### src/rtl/load_store_unit.sv
// load_store_unit: RV32I byte/half/word loads and stores against a registered-input word memory.
module load_store_unit #(
    parameter int MEM_SIZE = 256
) (
    input  logic        clk,
    input  logic        rst,
    input  logic        req_valid,
    output logic        req_ready,
    input  logic        req_we,
    input  logic [2:0]  req_funct3,
    input  logic [31:0] req_addr,
    input  logic [31:0] req_wdata,
    output logic        resp_valid,
    input  logic        resp_ready,
    output logic [31:0] resp_rdata,
    output logic        resp_err,
    output logic        mem_w_enable,
    output logic        mem_r_enable,
    output logic [31:0] mem_addr,
    output logic [31:0] mem_data_in,
    input  logic [31:0] mem_data_out
);
    typedef enum logic [2:0] {IDLE, RD, RDW, WR, WRW, RESP} state_t;
    state_t      state, state_nx;
    logic        we, err, acc_err;
    logic [2:0]  funct3;
    logic [31:0] addr, wword, rdata, ld_val, lane_mask, lane_data, merged;
    logic [4:0]  sh;
    logic [7:0]  ld_b;
    logic [15:0] ld_h;
    always_comb begin
        acc_err = (req_funct3 inside {3'b011, 3'b110, 3'b111})
               || (req_we && req_funct3[2])
               || (req_funct3[1:0] == 2'b01 && req_addr[0])
               || (req_funct3[1:0] == 2'b10 && req_addr[1:0] != 2'b00)
               || ({req_addr[31:2], 2'b00} + 32'd3 >= 32'(MEM_SIZE));
        sh = {addr[1:0], 3'b000};
        ld_b = mem_data_out[sh +: 8];
        ld_h = mem_data_out[{addr[1], 4'b0000} +: 16];
        ld_val = funct3[1] ? mem_data_out
               : funct3[0] ? {{16{ld_h[15] & ~funct3[2]}}, ld_h}
               : {{24{ld_b[7] & ~funct3[2]}}, ld_b};
        // sub-word store: splice the new lanes into the word just read back
        lane_mask = (funct3[0] ? 32'h0000_FFFF : 32'h0000_00FF) << sh;
        lane_data = (funct3[0] ? {16'b0, wword[15:0]} : {24'b0, wword[7:0]}) << sh;
        merged = (mem_data_out & ~lane_mask) | lane_data;
    end
    always_ff @(posedge clk or posedge rst) begin
        if (rst)
            state <= IDLE;
        else
            state <= state_nx;
    end
    always_comb begin
        state_nx = state;
        req_ready = 1'b0;
        mem_r_enable = 1'b0;
        mem_w_enable = 1'b0;
        mem_addr = {addr[31:2], 2'b00};
        mem_data_in = 32'b0;
        case (state)
            IDLE: begin
                req_ready = 1'b1;
                mem_addr = 32'b0;
                if (req_valid)
                    state_nx = acc_err ? RESP : (req_we && req_funct3 == 3'b010) ? WR : RD;
            end
            RD: begin
                mem_r_enable = 1'b1;
                state_nx = RDW;
            end
            RDW: state_nx = we ? WR : RESP;
            WR: begin
                mem_w_enable = 1'b1;
                mem_data_in = wword;
                state_nx = WRW;
            end
            WRW: state_nx = RESP;
            RESP: state_nx = resp_ready ? IDLE : RESP;
            default: state_nx = IDLE;
        endcase
    end
    always_ff @(posedge clk or posedge rst) begin
        if (rst) begin
            we <= 1'b0;
            err <= 1'b0;
            funct3 <= 3'b0;
            addr <= 32'b0;
            wword <= 32'b0;
            rdata <= 32'b0;
        end else if (state == IDLE && req_valid) begin
            we <= req_we;
            err <= acc_err;
            funct3 <= req_funct3;
            addr <= req_addr;
            wword <= req_wdata;
            rdata <= 32'b0;
        end else if (state == RDW) begin
            if (we)
                wword <= merged;
            else
                rdata <= ld_val;
        end
    end
    assign resp_valid = (state == RESP);
    assign resp_err = resp_valid & err;
    assign resp_rdata = resp_valid ? rdata : 32'b0;
endmodule

### config.mk
export PLATFORM = sky130hd
export DESIGN_NAME = load_store_unit
export DESIGN_NICKNAME = d
export VERILOG_FILES = /design/src/rtl/load_store_unit.sv
export SDC_FILE = /design/constraint.sdc
export NUM_CORES = 1
export LEC_CHECK = 0
export CAP_MARGIN = 20
export CORE_MARGIN = 5
export CORE_UTILIZATION = 50
export DETAILED_ROUTE_END_ITERATION = 8
export PLACE_DENSITY_LB_ADDON = 0.1
export SKIP_CTS_REPAIR_TIMING = 1
export SYNTH_ARGS = -nofsm -noshare
export SYNTH_HDL_FRONTEND = slang
export SYNTH_SLANG_ARGS = --single-unit
### constraint.sdc
create_clock -name clk -period 8.45 [get_ports clk]
set_input_delay 1.2675 -clock clk [delete_from_list [all_inputs] [get_ports clk]]
set_output_delay 1.2675 -clock clk [all_outputs]
set_load 0.03 [all_outputs]
# Yosys cells after proc, flatten, opt, wreduce, memory -nomap -nowiden
# Cells that the tools add are included.
# classes
n_addsub,1
mul,0
n_div,0
order_cmp,1
eq_ne,13
n_shift,4
n_mux,22
n_bitwise,7
reduce_logical,16
# op_table
operator,count
$mux 32,11
$shl 16x5->32,2
$add 32x2->32 const B,1
$and 32x32->32,1
$ge 32x9->1 const B,1
$mux 16,2
$not 32->32,1
$or 32x32->32,1
$shiftx 32x6->16,1
$shiftx 32x6->8,1
$pmux 3 s6,1
$eq 3x2->1 const B,4
$eq 3x3->1 const B,4
$mux 3,4
$reduce_bool 2->1,3
$logic_and 1x1->1,5
$logic_or 1x1->1,4
$reduce_and 2->1,2
$and 1x1->1,3
$eq 3x1->1 const B,1
$logic_not 3->1,1
$mux 1,3
$reduce_bool 3->1,1
$eq 2x1->1 const B,1
other kinds (5),5
# word_totals
reg_bits,104
latch_bits,0
mem_bits_rw,0
mem_bits_ro,0
inputBits,104
output_inout_bits,101
word_cells,71
mem_count,0

# Logic depth before layout (Yosys ltp)
# Gate-level depths: netlist of run 1.
# depth
depth_word,9
depth_mapped,7
mapped_depth_nobuf,4

# Worst setup path before layout of run 1
# OpenSTA, ideal clock, no wires.
# synth_timing
path_kind,register to output
startpoint,register state[1]
endpoint,output port mem_data_in[24]
t_arrival_ns,1.785
t_required_ns,7.183
setup_slack_ns,5.397
stages_incl_launch_ff,5
n_path_buf,1
cell_sequence,dfrtp_1 clkbuf_1 nand2_1 nor2_1 and2_1
# synth_between
elab_chain_cells,2
# synth_lines
item,line_no,text
from (decl),24,"state_t state, state_nx;"
from (signal assigned),52,state <= state_nx;
$eq 3x2->1,61,case (state)
$mux 32,61,
to (decl),20,"output logic [31:0] mem_data_in,"
# No other way between the ends.

# Worst setup path after layout of run 1
# layout_timing
startpoint,register state[2]
endpoint,output port resp_rdata[13]
# layout_between
elab_chain_cells,2
# layout_lines
item,line_no,text
$eq 3x3->1,105,assign resp_valid = (state == RESP);
$mux 32,107,assign resp_rdata = resp_valid ? rdata : 32'b0;
to (decl),15,"output logic [31:0] resp_rdata,"
# No other way between the ends.

==> out/metrics.cfg, run 1 <==
[yosys]
ys_types = 47
yosys_register_bits = 104
synth.avg_cell_area_sq_um = 8.264
async_flop_share = 1.000
synth_top_cell_by_area = dfrtp_1
syn_inst = 746
synth_top_area_frac = 0.4222
ys_seq_area_frac = 0.4222
synth.area.top_cells = dfrtp_1, nand2_1, and2_1, a221o_1, nor2b_1
syn_area_sq_um = 6165
synth_warnings = 0
synthFlopType = dfrtp_1
synth_edf_count = 0

[routing]
wl_per_cell_microns = 18.49
drtIter0Drc = 583
ant_nets = 0
wl_microns = 19880
firstDrtPassIters = 6
detail_route.vias_per_cell = 5.750
drc = 0
num_vias = 6181

[run]
cap_viol_max_count = 0

[floorplan]
die_w_microns = 121.0
rows = 40
dieArea_sq_um = 14650
die_h_microns = 121.0
io_pins = 205
fp.coreArea_sq_um = 12060
initial_core_util = 0.5111

[sta]
tns_ns = 0
clock_skew_ns = 0.007239
period_share = 0.4680
rsz0062_at_grt = no
max_slew.worst_pin.slew_ns = 0.9924
hold_violations = 0
report.final.setup_viol = 0
drv_slew = 0
fmax_ghz = 0.2529
layout_min_cycle_time_ns = 3.955
fin_ws_ns = 4.495
relSlewSlack = 0.3384

[worst_setup_path]
crit_type = reg -> out
path_delay_family = buffers and inverters
arrival_ns = 2.69
path_cells = buf_4, inv_1, nor2_1, buf_4, and2_1, clkdlybuf4s50_1
crit_path_frequent_cell = buf_4
slowest_delay_ns = 0.67
crit_fanout = 33
cp_data_required_time_ns = 7.18
crit_path_end_kind = output pin
start_kind = flip-flop
cp_num_buf_inv = 4
worst_path_max_delay_cell = clkdlybuf4s50_1

[finish]
drive_gt1_frac = 0.04300
area_growth_pct = 38.58
final_core_util = 0.7083
nNetsFinal = 1008
diodes = 0
design_area_sq_um = 8543
final_common_cell = clkdlybuf4s50_1
final_cell_mix = clkdlybuf4s50_1, nand2_1, dfrtp_1

[clock_network]
clk_pin_slew_ns = 0.07
cts_tree = yes
root_buffer = clkbuf_16
cts_sinks = 104
cts.htree.levels = 3
cts_buffers = 9
clk_latency_ns = 0.35
clock_path_buffers = 2

[placed_design]
placed_area_sq_um = 8237
gp_congestion = 0.9436
io_buffers = 202
dp_hpwl_microns = 14450
place_ws_ns = 4.876

[pwr]
ir_drop_mv = 0.2144
power_w = 0.002911
power.leakage_nw = 3.696
p_per_area_nw_per_um2 = 340.8

[global_route]
top_usage_layer = met2
overflow = 0
use_met1 = 0.3315
use_met3 = 0.05361
grt_pass1_wl_microns = 31780
use_met2 = 0.4616
grt_pass1_vias = 6244
grt_antenna_before_repair = 0
grt_usage = 0.2706
grt_start_max_net_pins = 77

[min_path]
hold_path_class = reg -> reg

[run_status]
status = completed

[through the flow]
step | hold slack (ns) | cells
after detailed placement | 0.4579 | 1060
after global routing | 0.4844 | 1075
after global placement | 0.4505 | 1059
final | 0.4744 | 1075
after CTS | 0.4783 | 1074
after floorplan | 0.4379 | 747
[cell usage after synthesis (all sizes together) (15+ instances only)]
master	number
a21oi	21
buf	17
and2	49
a31oi	32
nor2	49
a221o	23
mux2i	18
inv	36
dfrtp	104
o211ai	15
o22ai	24
nand2	139
o21ai	22
nor3	26
clkbuf	51
nor2b	33
[path summary, 6_finish.rpt]
kind / start / to / slack, ns / cells past startpoint
min in group asynchronous: rst / addr[11]$_DFFE_PP0P_ / 1.24 / 2
hold / removal: addr[26]$_DFFE_PP0P_ / addr[26]$_DFFE_PP0P_ / 0.47 / 2
max in group asynchronous: rst / addr[1]$_DFFE_PP0P_ / 5.86 / 3
setup / recovery: state[2]$_DFFE_PP0P_ / resp_rdata[13] / 4.50 / 6
setup reg to reg: state[0]$_DFFE_PP0P_ / wword[7]$_DFFE_PP0P_ / 6.07 / 4
hold reg to reg: addr[26]$_DFFE_PP0P_ / addr[26]$_DFFE_PP0P_ / 0.47 / 2
[cell type report]
cell class | count | area, sq um
well taps | 168 | 210.2
clock inverters | 3 | 43.79
repair buffers | 214 | 2145
fillers | 973 | 3518
clock buffers | 11 | 242.7
multi-input cells | 538 | 3157
flip-flops and latches | 104 | 2604
inverters | 37 | 141.4
[worst min-delay path, stage by stage (launching register included)]
cell,delay (ns)
dfrtp_1,0.34
nand2_1,0.05
nand2_1,0.05
[per-layer routing]
layer  up-vias  wire length, microns
met5         -                     0
met4         0                   678
met3        45                  1348
met2       276                  9937
met1      2956                  7917
li1       2904                     -
[power by group]
part | total [W] | switching, W | internal [W]
Clock | 0.000419 | 0.000183 | 0.000236
Sequential | 0.000868 | 0.000163 | 0.000705
Combinational | 0.00162 | 0.000965 | 0.000660
[registers in the layout, summed over array words and instances (netlist names)]
signal  flops
addr       32
err         1
funct3      3
rdata      32
state       3
we          1
wword      32
[cells by family (layout without fill, tap and decap cells)]
group	Yosys count	count (layout)	synth area share
AO/OA/AOI/OAI	185	185	0.2113
buffers and inverters	105	265	0.06880
flip-flops	104	104	0.4222
multiplexers	20	20	0.03288
other	1	2	0.0006083
AND/OR/NAND/NOR	331	331	0.2643
No activity file was read; power rests on OpenSTA's default activity.
==> inputs of run 2 (changes only) <==
--- a/config.mk
+++ b/config.mk
@@ -7,7 +7,7 @@
 export LEC_CHECK = 0
 export CAP_MARGIN = 20
 export CORE_MARGIN = 5
-export CORE_UTILIZATION = 50
+export CORE_UTILIZATION = 42
 export DETAILED_ROUTE_END_ITERATION = 8
 export PLACE_DENSITY_LB_ADDON = 0.1
 export SKIP_CTS_REPAIR_TIMING = 1
==> constraint.sdc (replaced) <==
create_clock -name clk -period 3.38 [get_ports clk]
set_input_delay 0.507 -clock clk [delete_from_list [all_inputs] [get_ports clk]]
set_output_delay 0.507 -clock clk [all_outputs]
set_load 0.03 [all_outputs]
==> run 2 against run 1 <==
Non-clock buffer count rose by 6. Core utilization fell by 11 points. Via count rose by 0.52%. Combinational power rose to 2.5 times the previous value. Hold slack got worse by 0.0070 ns. Critical endpoint is now mem_data_in[31]. Highest routed layer unchanged.
==> out/metrics.cfg, run 2 (synthesis results as in run 1) <==
[run_status]
status = completed

[worst_setup_path]
path_delay_family = simple AND/OR/NAND/NOR gates
r2r-end = rdata[14]$_DFFE_PP0P_
slowest_delay_ns = 0.67
worst_path_max_delay_cell = dfrtp_1
rr_startpoint = state[2]$_DFFE_PP0P_
rrSetupSlack_ns = 0.86
start_kind = flip-flop
cp_num_buf_inv = 1
crit_path_end_kind = output pin
reg2reg_depth = 4
path_cells = nor2_1, and2_1, clkdlybuf4s50_1
crit_type = reg -> out
cp-endpoint = mem_data_in[31]
crit_fanout = 25
arrival_ns = 2.49
cp_num_cells = 3
cp_data_required_time_ns = 2.87
crit_path_start = state[2]$_DFFE_PP0P_

[placed_design]
gp_congestion = 0.8900
io_buffers = 202
place_ws_ns = 0.7312
dp_hpwl_microns = 15570
placed_area_sq_um = 8332
dp_cells = 1083

[min_path]
hold_path_class = reg -> reg

[routing]
drc = 0
wl_per_cell_microns = 19.00
detail_route.vias_per_cell = 5.653
ant_nets = 0
wl_microns = 20880
drtIter0Drc = 505
num_vias = 6213
firstDrtPassIters = 5

[sta]
max_slew.worst_pin.slew_ns = 0.9090
drv_slew = 0
fin_ws_ns = 0.3836
clock_skew_ns = 0.009758
period_share = 0.8865
rsz0062_at_grt = no
fmax_ghz = 0.3337
relSlewSlack = 0.3895
hold_violations = 0
tns_ns = 0
report.final.setup_viol = 0
layout_min_cycle_time_ns = 2.996

[finish]
area_growth_pct = 39.70
register_area_sq_um = 2604
final_cell_mix = clkdlybuf4s50_1, nand2_1, dfrtp_1
fill_cells = 1282
nNetsFinal = 1014
design_area_sq_um = 8612
stdcell_count = 1099
final_core_util = 0.5948
reg_top3 = addr x32, rdata x32, wword x32
final_common_cell = clkdlybuf4s50_1
multi_input_area_sq_um = 3157
diodes = 0
drive_gt1_frac = 0.08852

[global_route]
grt_pass1_vias = 6441
grt_usage = 0.2358
grt_antenna_before_repair = 0
grt_start_max_net_pins = 52
grt_pass1_wl_microns = 33630
overflow = 0

[pwr]
combPwrFrac = 0.557
p_sw_w = 0.003348
seq_power_share = 0.304
swShare = 0.4609
p_int_w = 0.003916
p_per_area_nw_per_um2 = 843.5
ir_drop_mv = 0.5683
power_frac_clock = 0.139
power.leakage_nw = 3.802

[clock_network]
clk_pin_slew_ns = 0.07
clk_latency_ns = 0.36
clock_path_buffers = 2
root_buffer = clkbuf_16
cts.htree.levels = 3
cts_sinks = 104
cts_tree = yes
cts_buffers = 9

[floorplan]
fp.coreArea_sq_um = 14480
initial_core_util = 0.4258
rows = 44
io_pins = 205
dieArea_sq_um = 17200
die_h_microns = 131.2
die_w_microns = 131.2

[run]
cap_viol_max_count = 0

[run 2: changes by cell type in the layout (fill, tap and decap cells not counted), sizes merged]
cell	previous run	this run
buf	12	51
bufinv	1	0
clkbuf	11	9
clkdlybuf4s50	202	169
clkinv	2	4
clkinvlp	0	1
inv	37	39
[run 2: worst min-delay path by stage]
| stage | startpoint | endpoint | slack, ns | depth (start not counted) |
|---|---|---|---|---|
| after CTS | addr[24]$_DFFE_PP0P_ | addr[24]$_DFFE_PP0P_ | 0.47 | 2 |
| after global routing | addr[6]$_DFFE_PP0P_ | addr[6]$_DFFE_PP0P_ | 0.49 | 2 |
| final | addr[24]$_DFFE_PP0P_ | addr[24]$_DFFE_PP0P_ | 0.47 | 2 |
| after detailed placement | addr[24]$_DFFE_PP0P_ | addr[24]$_DFFE_PP0P_ | 0.45 | 2 |
| after floorplan | addr[10]$_DFFE_PP0P_ | addr[10]$_DFFE_PP0P_ | 0.44 | 2 |
| after global placement | addr[16]$_DFFE_PP0P_ | addr[16]$_DFFE_PP0P_ | 0.45 | 2 |
[run 2: layer usage]
layer,up-vias,GRT usage,share of wire
li1,2915,-,-
met1,2973,0.2869,0.40
met2,273,0.3959,0.49
met3,52,0.05925,0.070
met4,0,0.1028,0.035
met5,-,0,0
[run 2: final cells by class]
cell class / count / area share
clock inverter: 7 / 0.006393
sequential: 104 / 0.3023
clock buffer: 9 / 0.02615
multi-input combinational: 538 / 0.3666
timing repair buffer: 220 / 0.2554
tap: 184 / 0.02673
inverter: 37 / 0.01642
[run 2: power groups by stage]
stage / registers (W) / logic (W) / clock network [W]
final: 0.00221 / 0.00405 / 0.00101
after detailed placement: 0.00221 / 0.00403 / 0
after global placement: 0.00219 / 0.00398 / 0
after global routing: 0.00228 / 0.00441 / 0.00108
after floorplan: 0.00198 / 0.00288 / 0
after CTS: 0.00220 / 0.00406 / 0.00103
[run 2: worst reg2reg max path, cell delays in order (launching register included)]
cell	delay (ns)
dfrtp_1	0.67
or4b_4	0.74
nor2_8	0.20
or4b_1	0.65
o211ai_1	0.18
[run 2: through the flow]
| step | hold WS (ns) | total power [W] |
|---|---|---|
| finish | 0.4675 | 0.007264 |
| global route | 0.4948 | 0.007765 |
| CTS | 0.4713 | 0.007292 |
| detailed placement | 0.4540 | 0.006249 |
| global placement | 0.4514 | 0.006166 |
| floorplan | 0.4379 | 0.004855 |
